--- config.mk ---
export PLATFORM = sky130hd
export DESIGN_NAME = core_seq_ctrl
export DESIGN_NICKNAME = d
export VERILOG_FILES = /design/src/rtl/core_seq_ctrl.sv
export SDC_FILE = /design/constraint.sdc
export NUM_CORES = 1
export LEC_CHECK = 0
export ABC_AREA = 1
export CORE_UTILIZATION = 35
export CTS_CLUSTER_DIAMETER = 120
export DETAILED_ROUTE_END_ITERATION = 10
export PLACE_DENSITY = 0.69
export SETUP_SLACK_MARGIN = 0.3
export SLEW_MARGIN = 10
export SYNTH_ARGS = -nofsm -noshare
export SYNTH_HDL_FRONTEND = slang
export SYNTH_SLANG_ARGS = --single-unit
--- constraint.sdc ---
create_clock -name clk -period 4.9 [get_ports clk]
set_input_delay 1.225 -clock clk [delete_from_list [all_inputs] [get_ports clk]]
set_output_delay 1.225 -clock clk [all_outputs]
set_load 0.03 [all_outputs]
--- src/rtl/core_seq_ctrl.sv ---
// core_seq_ctrl: multi-cycle fetch/decode/exec/mem/wb sequencer over one shared memory port
// Ports: clk, rst_n (async active-low) ; i_en run enable sampled in IDLE and at retire
//   o_mem_req/o_mem_we/o_mem_addr/o_mem_wdata, i_mem_rdata/i_mem_ready : unified memory port
//   o_rf_raddr1/o_rf_raddr2, i_rf_rdata1/i_rf_rdata2, o_rf_we/o_rf_waddr/o_rf_wdata : register file
//   o_alu_op/o_alu_src_imm/o_imm_sext, i_alu_result : ALU control and result
//   o_pc, o_busy, o_retire, o_illegal_op : status
module core_seq_ctrl #(
  parameter logic [31:0] RESET_PC = 32'h0000_0000
) (
  input  logic        clk,
  input  logic        rst_n,
  input  logic        i_en,
  output logic        o_mem_req,
  output logic        o_mem_we,
  output logic [31:0] o_mem_addr,
  output logic [31:0] o_mem_wdata,
  input  logic [31:0] i_mem_rdata,
  input  logic        i_mem_ready,
  output logic [2:0]  o_rf_raddr1,
  output logic [2:0]  o_rf_raddr2,
  input  logic [31:0] i_rf_rdata1,
  input  logic [31:0] i_rf_rdata2,
  output logic        o_rf_we,
  output logic [2:0]  o_rf_waddr,
  output logic [31:0] o_rf_wdata,
  output logic [2:0]  o_alu_op,
  output logic        o_alu_src_imm,
  output logic [31:0] o_imm_sext,
  input  logic [31:0] i_alu_result,
  output logic [31:0] o_pc,
  output logic        o_busy,
  output logic        o_retire,
  output logic        o_illegal_op
);
  typedef enum logic [2:0] {S_IDLE, S_FETCH, S_DECODE, S_EXEC, S_MEM, S_WB} state_t;
  localparam logic [5:0] OP_ADD = 6'd1, OP_SUB = 6'd2, OP_ADDI = 6'd3, OP_LOAD = 6'd4, OP_STORE = 6'd5;
  localparam logic [2:0] ALU_NOP = 3'd0, ALU_ADD = 3'd1, ALU_SUB = 3'd2;
  state_t      r_state, w_next;
  logic [31:0] r_pc, r_ir, r_alu_q, r_ld_q;
  logic [5:0]  w_op;
  logic        w_is_alu, w_is_load, w_is_store, w_is_mem, w_retire, w_unused;
  assign w_op       = r_ir[31:26];
  assign w_is_alu   = w_op == OP_ADD || w_op == OP_SUB || w_op == OP_ADDI;
  assign w_is_load  = w_op == OP_LOAD;
  assign w_is_store = w_op == OP_STORE;
  assign w_is_mem   = w_is_load || w_is_store;
  // NOP/illegal finish in EXEC, STORE on its accepted MEM cycle, everything else in WB
  assign w_retire   = (r_state == S_EXEC && !w_is_alu && !w_is_mem)
                   || (r_state == S_MEM && w_is_store && i_mem_ready)
                   || r_state == S_WB;
  // rs1 data feeds the external ALU directly; the low instruction bits are never decoded
  assign w_unused   = ^{i_rf_rdata1, r_ir[3:0]};
  always_ff @(posedge clk or negedge rst_n) begin
    if (!rst_n) r_state <= S_IDLE;
    else        r_state <= w_next;
  end
  always_comb begin
    w_next = r_state;
    if (w_retire) w_next = i_en ? S_FETCH : S_IDLE;
    else begin
      case (r_state)
        S_IDLE:   w_next = i_en ? S_FETCH : S_IDLE;
        S_FETCH:  w_next = i_mem_ready ? S_DECODE : S_FETCH;
        S_DECODE: w_next = S_EXEC;
        S_EXEC:   w_next = w_is_alu ? S_WB : S_MEM;
        S_MEM:    w_next = i_mem_ready ? S_WB : S_MEM;
        default:  w_next = S_IDLE;
      endcase
    end
  end
  always_ff @(posedge clk or negedge rst_n) begin
    if (!rst_n) begin
      r_pc    <= RESET_PC;
      r_ir    <= '0;
      r_alu_q <= '0;
      r_ld_q  <= '0;
    end else begin
      if (r_state == S_FETCH && i_mem_ready) r_ir <= i_mem_rdata;
      if (r_state == S_EXEC) r_alu_q <= i_alu_result;
      if (r_state == S_MEM && w_is_load && i_mem_ready) r_ld_q <= i_mem_rdata;
      if (w_retire) r_pc <= r_pc + 32'd4;
    end
  end
  always_comb begin
    o_mem_req     = r_state == S_FETCH || r_state == S_MEM;
    o_mem_we      = r_state == S_MEM && w_is_store;
    o_mem_addr    = r_state == S_MEM ? r_alu_q : r_pc;
    o_mem_wdata   = r_state == S_MEM && w_is_store ? i_rf_rdata2 : 32'd0;
    o_rf_raddr1   = r_ir[22:20];
    o_rf_raddr2   = w_is_store ? r_ir[25:23] : r_ir[19:17];
    o_rf_we       = r_state == S_WB;
    o_rf_waddr    = r_ir[25:23];
    o_rf_wdata    = w_is_load ? r_ld_q : r_alu_q;
    o_alu_op      = r_state != S_EXEC ? ALU_NOP : w_op == OP_SUB ? ALU_SUB
                  : (w_is_alu || w_is_mem) ? ALU_ADD : ALU_NOP;
    o_alu_src_imm = r_state == S_EXEC && (w_op == OP_ADDI || w_is_mem);
    o_imm_sext    = {{16{r_ir[19]}}, r_ir[19:4]};
    o_pc          = r_pc;
    o_busy        = r_state != S_IDLE;
    o_retire      = w_retire;
    o_illegal_op  = r_state == S_EXEC && w_op > OP_STORE;
  end
endmodule

==> results of run 1 <==
-- cell type report --
| cell class | count | area (um2) | area share |
|---|---|---|---|
| flip-flops and latches | 125 | 3128 | 0.3042 |
| multi-input cells | 661 | 2995 | 0.2913 |
| repair buffers | 282 | 2816 | 0.2739 |
| clock buffers | 22 | 464.2 | 0.04514 |
| inverters | 115 | 431.7 | 0.04198 |
| well taps | 265 | 331.6 | 0.03225 |
| clock inverters | 10 | 115.1 | 0.01119 |
-- per-layer routing --
| metal | routed length, um | GRT usage | up-vias | part of all wire |
|---|---|---|---|---|
| met5 | 0 | 0 | - | 0 |
| met4 | 471 | 0.07645 | 0 | 0.021 |
| met3 | 1670 | 0.05596 | 29 | 0.074 |
| met2 | 10580 | 0.3649 | 244 | 0.47 |
| met1 | 9878 | 0.2993 | 3236 | 0.44 |
| li1 | - | - | 3486 | - |
-- where the power goes --
group | total, uW | internal (uW) | switching, uW
clock network | 1240 | 774 | 466
registers | 1580 | 1370 | 216
logic | 2630 | 974 | 1660
-- worst paths after layout --
path	start	endpoint	slack (ns)	cells past startpoint
worst min register to register	r_ld_q[1]$_DFFE_PN0P_	r_ld_q[1]$_DFFE_PN0P_	0.48	2
worst min-delay path	r_ld_q[1]$_DFFE_PN0P_	r_ld_q[1]$_DFFE_PN0P_	0.48	2
min in group asynchronous	rst_n	o_pc[2]$_DFFE_PN0P_	0.91	1
worst max register to register	r_state[1]$_DFF_PN0_	o_pc[15]$_DFFE_PN0P_	2.32	7
worst max-delay path	r_state[1]$_DFF_PN0_	o_mem_wdata[10]	0.70	6
max in group asynchronous	rst_n	r_alu_q[24]$_DFFE_PN0P_	3.14	2
-- worst min-delay path, cell delays in order, from the launching register on --
cell and delay (ns):
dfrtp_1 0.34, nand2_1 0.05, o21ai_0 0.06
-- stage by stage --
step | setup slack (ns) | cell area [um2]
final | 0.7002 | 10280
after global routing | 0.4638 | 10280
after CTS | 0.6350 | 10280
after detailed placement | 1.101 | 9703
after global placement | 1.074 | 9703
after floorplan | 1.802 | 7079
-- registers in the layout, summed over array words and instances, names as in the netlist --
register / cells
r_ir: 28
o_pc: 30
r_alu_q: 32
r_ld_q: 32
r_state: 3
-- cells by family (layout without fill, tap and decap cells) --
logic type                 Yosys count  count (layout)  synth area share
AOI/OAI and AO/OA                  158             158            0.1125
xor gates and xnor gates            15              15           0.01858
adders and majority gates            1               1          0.001769
buffers and inverters              203             429            0.1364
DFF                                125             125            0.4423
other                                1               3         0.0005303
and+or+nand+nor                    484             484            0.2879
-- Yosys cell counts (all sizes together) --
cell    instances  area share
a211oi          1      0.0011
a21oi           2      0.0014
buf            63       0.062
clkbuf         25       0.013
conb            1     0.00053
dfrtp         125        0.44
ha              1      0.0018
inv           115       0.061
nand2         330        0.18
nand3          12       0.013
nand3b         13       0.014
nand4          31       0.027
nor2           91       0.051
nor3            4      0.0042
nor4            2      0.0018
o211ai          1      0.0011
o21ai         154        0.11
or2             1     0.00089
xnor2           6      0.0074
xor2            9       0.011
==> impl_metrics.ini, run 1 <==
[die]
start_util = 0.3598
dieArea_um2 = 20780
io_pins = 311
fp.dieW_um = 144.1
fp.coreArea_um2 = 19650
row_count = 51
fp.dieH_um = 144.1

[worst_setup_path]
crit_top_cell = nor2_2
crit_path_end_kind = output pin
cp_data_arrival_time_ns = 2.97
required_ns = 3.67
path_delay_family = simple AND/OR/NAND/NOR gates
timing.critical_path.buf_inv = 2
worstPathCellList = nor2_2 -> nand2_2 -> nor2_2 -> inv_2 -> nor2_1 -> clkdlybuf4s50_1
path_class = flop to output pin
crit_path_top_delay_cell = clkdlybuf4s50_1
crit_fanout = 39
startpoint_type = flop
slowest_delay_ns = 0.70

[clocking]
clk_pin_slew_ns = 0.05
htreeDepth = 4
clock_latency_ns = 0.42
cts_root_buffer = clkbuf_16
cts_resized = 0
cts_max_path_buffers = 2
numCtsBuffers = 17
cts.sinks = 125
post_cts_buffers = 0
holdBufCountCts = 0
cts_tree = built

[logic_synthesis]
ys_ff_latch = 125
syn_area_um2 = 7072
ys_warn_count = 0
syn_avg_cell_area_um2 = 7.165
syn_inst = 987
ys_seq_area_frac = 0.4423
ys_types = 30

[sta]
max-slew-margin-rel = 0.3365
worstMarginPinSlew_ns = 0.9953
setup_viol = 0
grt_setup_unrepaired = no
period_share = 0.8571
fmax_ghz = 0.2381
maxSlewViolCount = 0
hold_viol = 0
tns_ns = 0
hold-worst-slack_ns = 0.4838
fin_skew_ns = 0.009743
finalCriticalPeriod_ns = 4.200

[hold_path]
hp-class = flop to flop

[global_routing]
antenna_found_initial = 1
overflow = 0
first_global_vias = 6509
grt_max_degree = 105
track_usage = 0.2276
grt_pass1_wl_um = 35430

[routing]
dr.pass1.iters = 5
wl_per_cell_um = 15.27
drt_iter0_drc = 493
drcViolationCount = 0
dr_total_vias = 6995
ant_nets = 0
wl_um = 22600
routed_via_density = 4.726

[power]
power_density_nw_per_um2 = 530.7
ir_drop_mv = 0.4598
p_leak_uw = 0.004642
power_uw = 5457

[outcome]
status = complete, no violations

[place]
hpwl_um = 16710
gp_congestion = 0.9593
port_buffers = 275
place_inst = 1448

[flow_run]
max-cap-violations = 0

[finish]
nets = 1335
synthToLayoutAreaGrowth_pct = 45.40
layout_commonest_cell = nand2_1
diodes = 0
layout-drive-gt1-share = 0.04691
mostFrequentLayoutCells = nand2_1 (328), clkdlybuf4s50_1 (273), o21ai_0 (127)
fin_util = 0.5232
num-fill-cells = 1949
finalNonFillerCells = 1480
Note: power is estimated with default switching activity, not from simulation.
==> run 2: changes to the inputs <==
CORE_MARGIN = 3   (was unset)
SLEW_MARGIN = unset   (was 10)
==> run 2 against run 1 <==
  * Worst setup slack lost 0.17 ns
  * Fmax shrank 3.9%
  * Non-clock buffer count grew 1
  * Combinational power is essentially flat
  * Wire length grew 1.9%
  * Total power grew 2.9%
  * Clock skew shrank 0.0022 ns
  * Sequential cell count is the same
  * Sequential power is essentially flat
  * Global-route usage shrank 2.0 points
  * Clock-buffer cell count shrank 1
  * Critical path type unchanged
  * Largest cell class unchanged
  * Largest power group unchanged
  * Highest routed layer unchanged
==> impl_metrics.ini, run 2 (synthesized netlist as in run 1, its figures left out) <==
[global_routing]
first_global_vias = 6571
grt_pass1_wl_um = 35890
grtUsageMet2 = 0.3382
antenna_found_initial = 0
top_usage_layer = met2
overflow = 0
use_met1 = 0.2786
track_usage = 0.2079
grt_max_degree = 93
gr-usage-met3 = 0.05941

[power]
power_uw = 5613
power_density_nw_per_um2 = 542.0
ir_drop_mv = 0.4134
p_leak_uw = 0.004677

[clocking]
numCtsBuffers = 17
clock_latency_ns = 0.42
cts_max_path_buffers = 2
cts.sinks = 125
post_cts_buffers = 0
cts_resized = 0
htreeDepth = 4
clk_pin_slew_ns = 0.06
holdBufCountCts = 0
cts_root_buffer = clkbuf_16
cts_tree = built

[worst_setup_path]
startpoint_type = flop
cp_data_arrival_time_ns = 3.14
reg2reg_to = r_ld_q[2]$_DFFE_PN0P_
r2r_cells = 6
crit_fanout = 32
timing.rr.start = r_state[1]$_DFF_PN0_
path_class = flop to output pin
r2r_setup_slack_ns = 2.38
crit_path_end_kind = output pin
required_ns = 3.67

[finish]
layout-drive-gt1-share = 0.04774
fin_util = 0.5270
diodes = 0
finalNonFillerCells = 1480
synthToLayoutAreaGrowth_pct = 46.46
mostFrequentLayoutCells = nand2_1 (328), clkdlybuf4s50_1 (273), o21ai_0 (127)
nets = 1336
layout_commonest_cell = nand2_1

[routing]
dr.pass1.iters = 5
wl_um = 23040
routed_via_density = 4.647
drt_iter0_drc = 392
drcViolationCount = 0
wl_per_cell_um = 15.57
dr_total_vias = 6877
ant_nets = 0

[die]
dieArea_um2 = 21950
row_count = 51
fp.dieW_um = 148.1
fp.coreArea_um2 = 19650
start_util = 0.3598
io_pins = 311
fp.dieH_um = 148.1

[sta]
max-slew-margin-rel = 0.3930
finalCriticalPeriod_ns = 4.368
setup_viol = 0
worstMarginPinSlew_ns = 0.9073
maxSlewViolCount = 0
grt_setup_unrepaired = no
fin_skew_ns = 0.007572
hold_viol = 0
fmax_ghz = 0.2289
tns_ns = 0
period_share = 0.8914

[flow_run]
max-cap-violations = 0

[hold_path]
hp-class = flop to flop
hold_depth = 2
min_from = r_ld_q[5]$_DFFE_PN0P_
holdPathEnd = r_ld_q[5]$_DFFE_PN0P_

[outcome]
status = complete, no violations

[place]
port_buffers = 275
gp_congestion = 0.8812
hpwl_um = 17280
place_inst = 1449
-- run 2: cell count changes in the layout (fill, tap and decap cells not counted) --
cell | before | now
buf_4 | 7 | 8
bufinv_16 | 2 | 5
clkbuf_1 | 3 | 2
clkinv_2 | 3 | 1
clkinv_4 | 2 | 0
inv_6 | 0 | 1
-- run 2: routing by layer --
metal	up-vias	wire length [um]
met2	201	11150
met5	-	0
met3	17	1643
li1	3486	-
met1	3173	10040
met4	0	210
-- run 2: area by class of cell --
type                    instances  area (um2)
clock buffers                  21       460.4
clock inverters                10       186.4
multi-input cells             661        2995
repair buffers                283        2824
fillers                      1941        9296
flip-flops and latches        125        3128
well taps                     265       331.6
inverters                     115       431.7
-- run 2: where the power goes --
part           switching (uW)  total (uW)  internal (uW)
sequential                217        1580           1370
combinational            1660        2630            976
clock                     470        1400            928
total                    2340        5610           3270
-- run 2: worst max-delay path: stages, from the launching register on --
cell and delay (ns):
dfrtp_1 0.44, nor2_2 0.19, nand2_2 0.33, nor2_2 0.31, inv_2 0.25, nor2_1 0.43, clkdlybuf4s50_1 0.76
-- run 2: worst max path at each step --
stage                     slack (ns)               to                  from  cells after the start
after floorplan                 1.80  o_mem_wdata[10]  r_ir[30]$_DFFE_PN0P_                      8
after global placement          0.91   o_mem_wdata[0]        i_rf_rdata2[0]                      4
after detailed placement        0.92   o_mem_wdata[0]        i_rf_rdata2[0]                      4
after CTS                       0.56   o_mem_wdata[0]  r_state[1]$_DFF_PN0_                      6
after global routing            0.38   o_mem_wdata[0]  r_state[1]$_DFF_PN0_                      6
final                           0.53   o_mem_wdata[0]  r_state[1]$_DFF_PN0_                      6
-- run 2: metrics by stage --
step                hold slack (ns)  worst slack (ns)  instance area [um2]
finish                       0.4866            0.5319                10360
global route                 0.5087            0.3839                10360
CTS                          0.4876            0.5640                10360
detailed placement           0.4734            0.9183                 9711
global placement             0.4663            0.9072                 9711
floorplan                    0.4534             1.802                 7079
==> run 3: changes to the inputs <==
clock period = 5.48 ns   (was 4.9 ns; I/O delays follow)
==> run 3 against run 2 <==
  * Register-to-register slack improved by 0.31 ns
  * Final cell count about the same
  * Die area unchanged
  * Sequential cell count unchanged
  * Clock skew increased by 0.0060 ns
  * Sequential power decreased by 11%
  * Clock-buffer cell count unchanged
  * Worst setup slack improved by 0.50 ns
  * Sequential share of layout area increased by 0.27 points
  * Utilization decreased by 0.46 points
  * First-iteration DRC count increased by 3.8%
  * Highest routed layer is now met5
==> impl_metrics.ini, run 3 (synthesized netlist as in run 1, its figures left out) <==
[clocking]
cts_tree = built
cts.sinks = 125
cts_resized = 0
htreeDepth = 4
post_cts_buffers = 0
holdBufCountCts = 0
clock_latency_ns = 0.43
cts_max_path_buffers = 2
cts_root_buffer = clkbuf_16
clk_pin_slew_ns = 0.06
numCtsBuffers = 17

[sta]
hold-worst-slack_ns = 0.4857
fin_skew_ns = 0.01358
tns_ns = 0
hold_viol = 0
finalCriticalPeriod_ns = 4.452
period_share = 0.8124
fin_ws_ns = 1.028
fmax_ghz = 0.2246
worstMarginPinSlew_ns = 0.9443
maxSlewViolCount = 0
max-slew-margin-rel = 0.3695
setup_viol = 0
grt_setup_unrepaired = no

[finish]
num-fill-cells = 1944
layout_commonest_cell = nand2_1
layout-drive-gt1-share = 0.04695
mostFrequentLayoutCells = nand2_1 (328), clkdlybuf4s50_1 (274), o21ai_0 (127)
synthToLayoutAreaGrowth_pct = 45.17
diodes = 0
nets = 1334

[die]
start_util = 0.3598
dieArea_um2 = 21950
io_pins = 311
fp.dieH_um = 148.1
fp.coreArea_um2 = 19650
row_count = 51
fp.dieW_um = 148.1

[power]
clkPwrFrac = 0.227
sw_frac_of_total = 0.4343
p_leak_uw = 0.004632
p_comb_frac = 0.482
power_density_nw_per_um2 = 473.3
ir_drop_mv = 0.4350
seq_power_share = 0.291
p_switching_uw = 2110
p_int_uw = 2749
power_uw = 4859

[flow_run]
max-cap-violations = 0

[worst_setup_path]
path_class = flop to output pin
cp_data_arrival_time_ns = 3.08
r2r_cells = 5
crit_fanout = 32
crit_path_end_kind = output pin
required_ns = 4.11
startpoint_type = flop

[global_routing]
grt_pass1_wl_um = 36070
grt_max_degree = 86
use_met1 = 0.2888
gr-usage-met3 = 0.05698
grtUsageMet2 = 0.3364
antenna_found_initial = 2
overflow = 0
track_usage = 0.2110
first_global_vias = 6438
top_usage_layer = met2

[hold_path]
hp-class = flop to flop
hold_depth = 2

[routing]
routed_via_density = 4.666
wl_um = 23290
wl_per_cell_um = 15.75
drt_iter0_drc = 407
drcViolationCount = 0
dr.pass1.iters = 5
ant_nets = 0
dr_total_vias = 6901

[place]
pre_cts_ws_ns = 1.118
port_buffers = 275
gp_congestion = 0.8588
hpwl_um = 17200

[outcome]
status = complete, no violations
-- run 3: power groups by stage --
stage | Combinational (uW) | Sequential, uW | Clock, uW
finish | 2340 | 1410 | 1100
global route | 2520 | 1450 | 1170
CTS | 2370 | 1410 | 1130
detailed placement | 2350 | 1420 | 0
global placement | 2330 | 1420 | 0
floorplan | 1550 | 1400 | 0
-- run 3: area by class of cell --
type,count,area (um2),area share
clock buffers,21,470.5,0.04583
clock inverters,11,110.1,0.01073
inverters,115,431.7,0.04205
multi-input cells,661,2995,0.2918
flip-flops and latches,125,3128,0.3047
well taps,265,331.6,0.03230
repair buffers,281,2799,0.2726
-- run 3: critical path, cell delays in order, from the launching register on --
cell             delay (ns)
dfrtp_1                0.47
nor3_4                 0.76
nand3_4                0.48
nand3_2                0.25
clkdlybuf4s50_1        0.70
-- run 3: final timing paths --
kind                                        from                      to  slack, ns
setup / recovery            r_state[2]$_DFF_PN0_                o_retire       1.03
hold / removal             r_ld_q[6]$_DFFE_PN0P_   r_ld_q[6]$_DFFE_PN0P_       0.49
setup reg to reg            r_ir[30]$_DFFE_PN0P_   r_ld_q[2]$_DFFE_PN0P_       2.69
hold reg to reg            r_ld_q[6]$_DFFE_PN0P_   r_ld_q[6]$_DFFE_PN0P_       0.49
max in group asynchronous                  rst_n  r_alu_q[2]$_DFFE_PN0P_       3.37
min in group asynchronous                  rst_n     o_pc[3]$_DFFE_PN0P_       1.01
-- run 3: stage by stage --
step / utilization / std cells / cell area (um2)
after floorplan: - / 989 / 7079
after global placement: 0.4928 / 1447 / 9686
after detailed placement: 0.4928 / 1447 / 9686
after CTS: 0.5223 / 1479 / 10270
after global routing: 0.5223 / 1479 / 10270
final: 0.5223 / 1479 / 10270
-- run 3: routing by layer --
metal | up-vias | wire, um
li1 | 3473 | -
met1 | 3209 | 10440
met2 | 203 | 11180
met3 | 14 | 1470
met4 | 2 | 192
met5 | - | 13
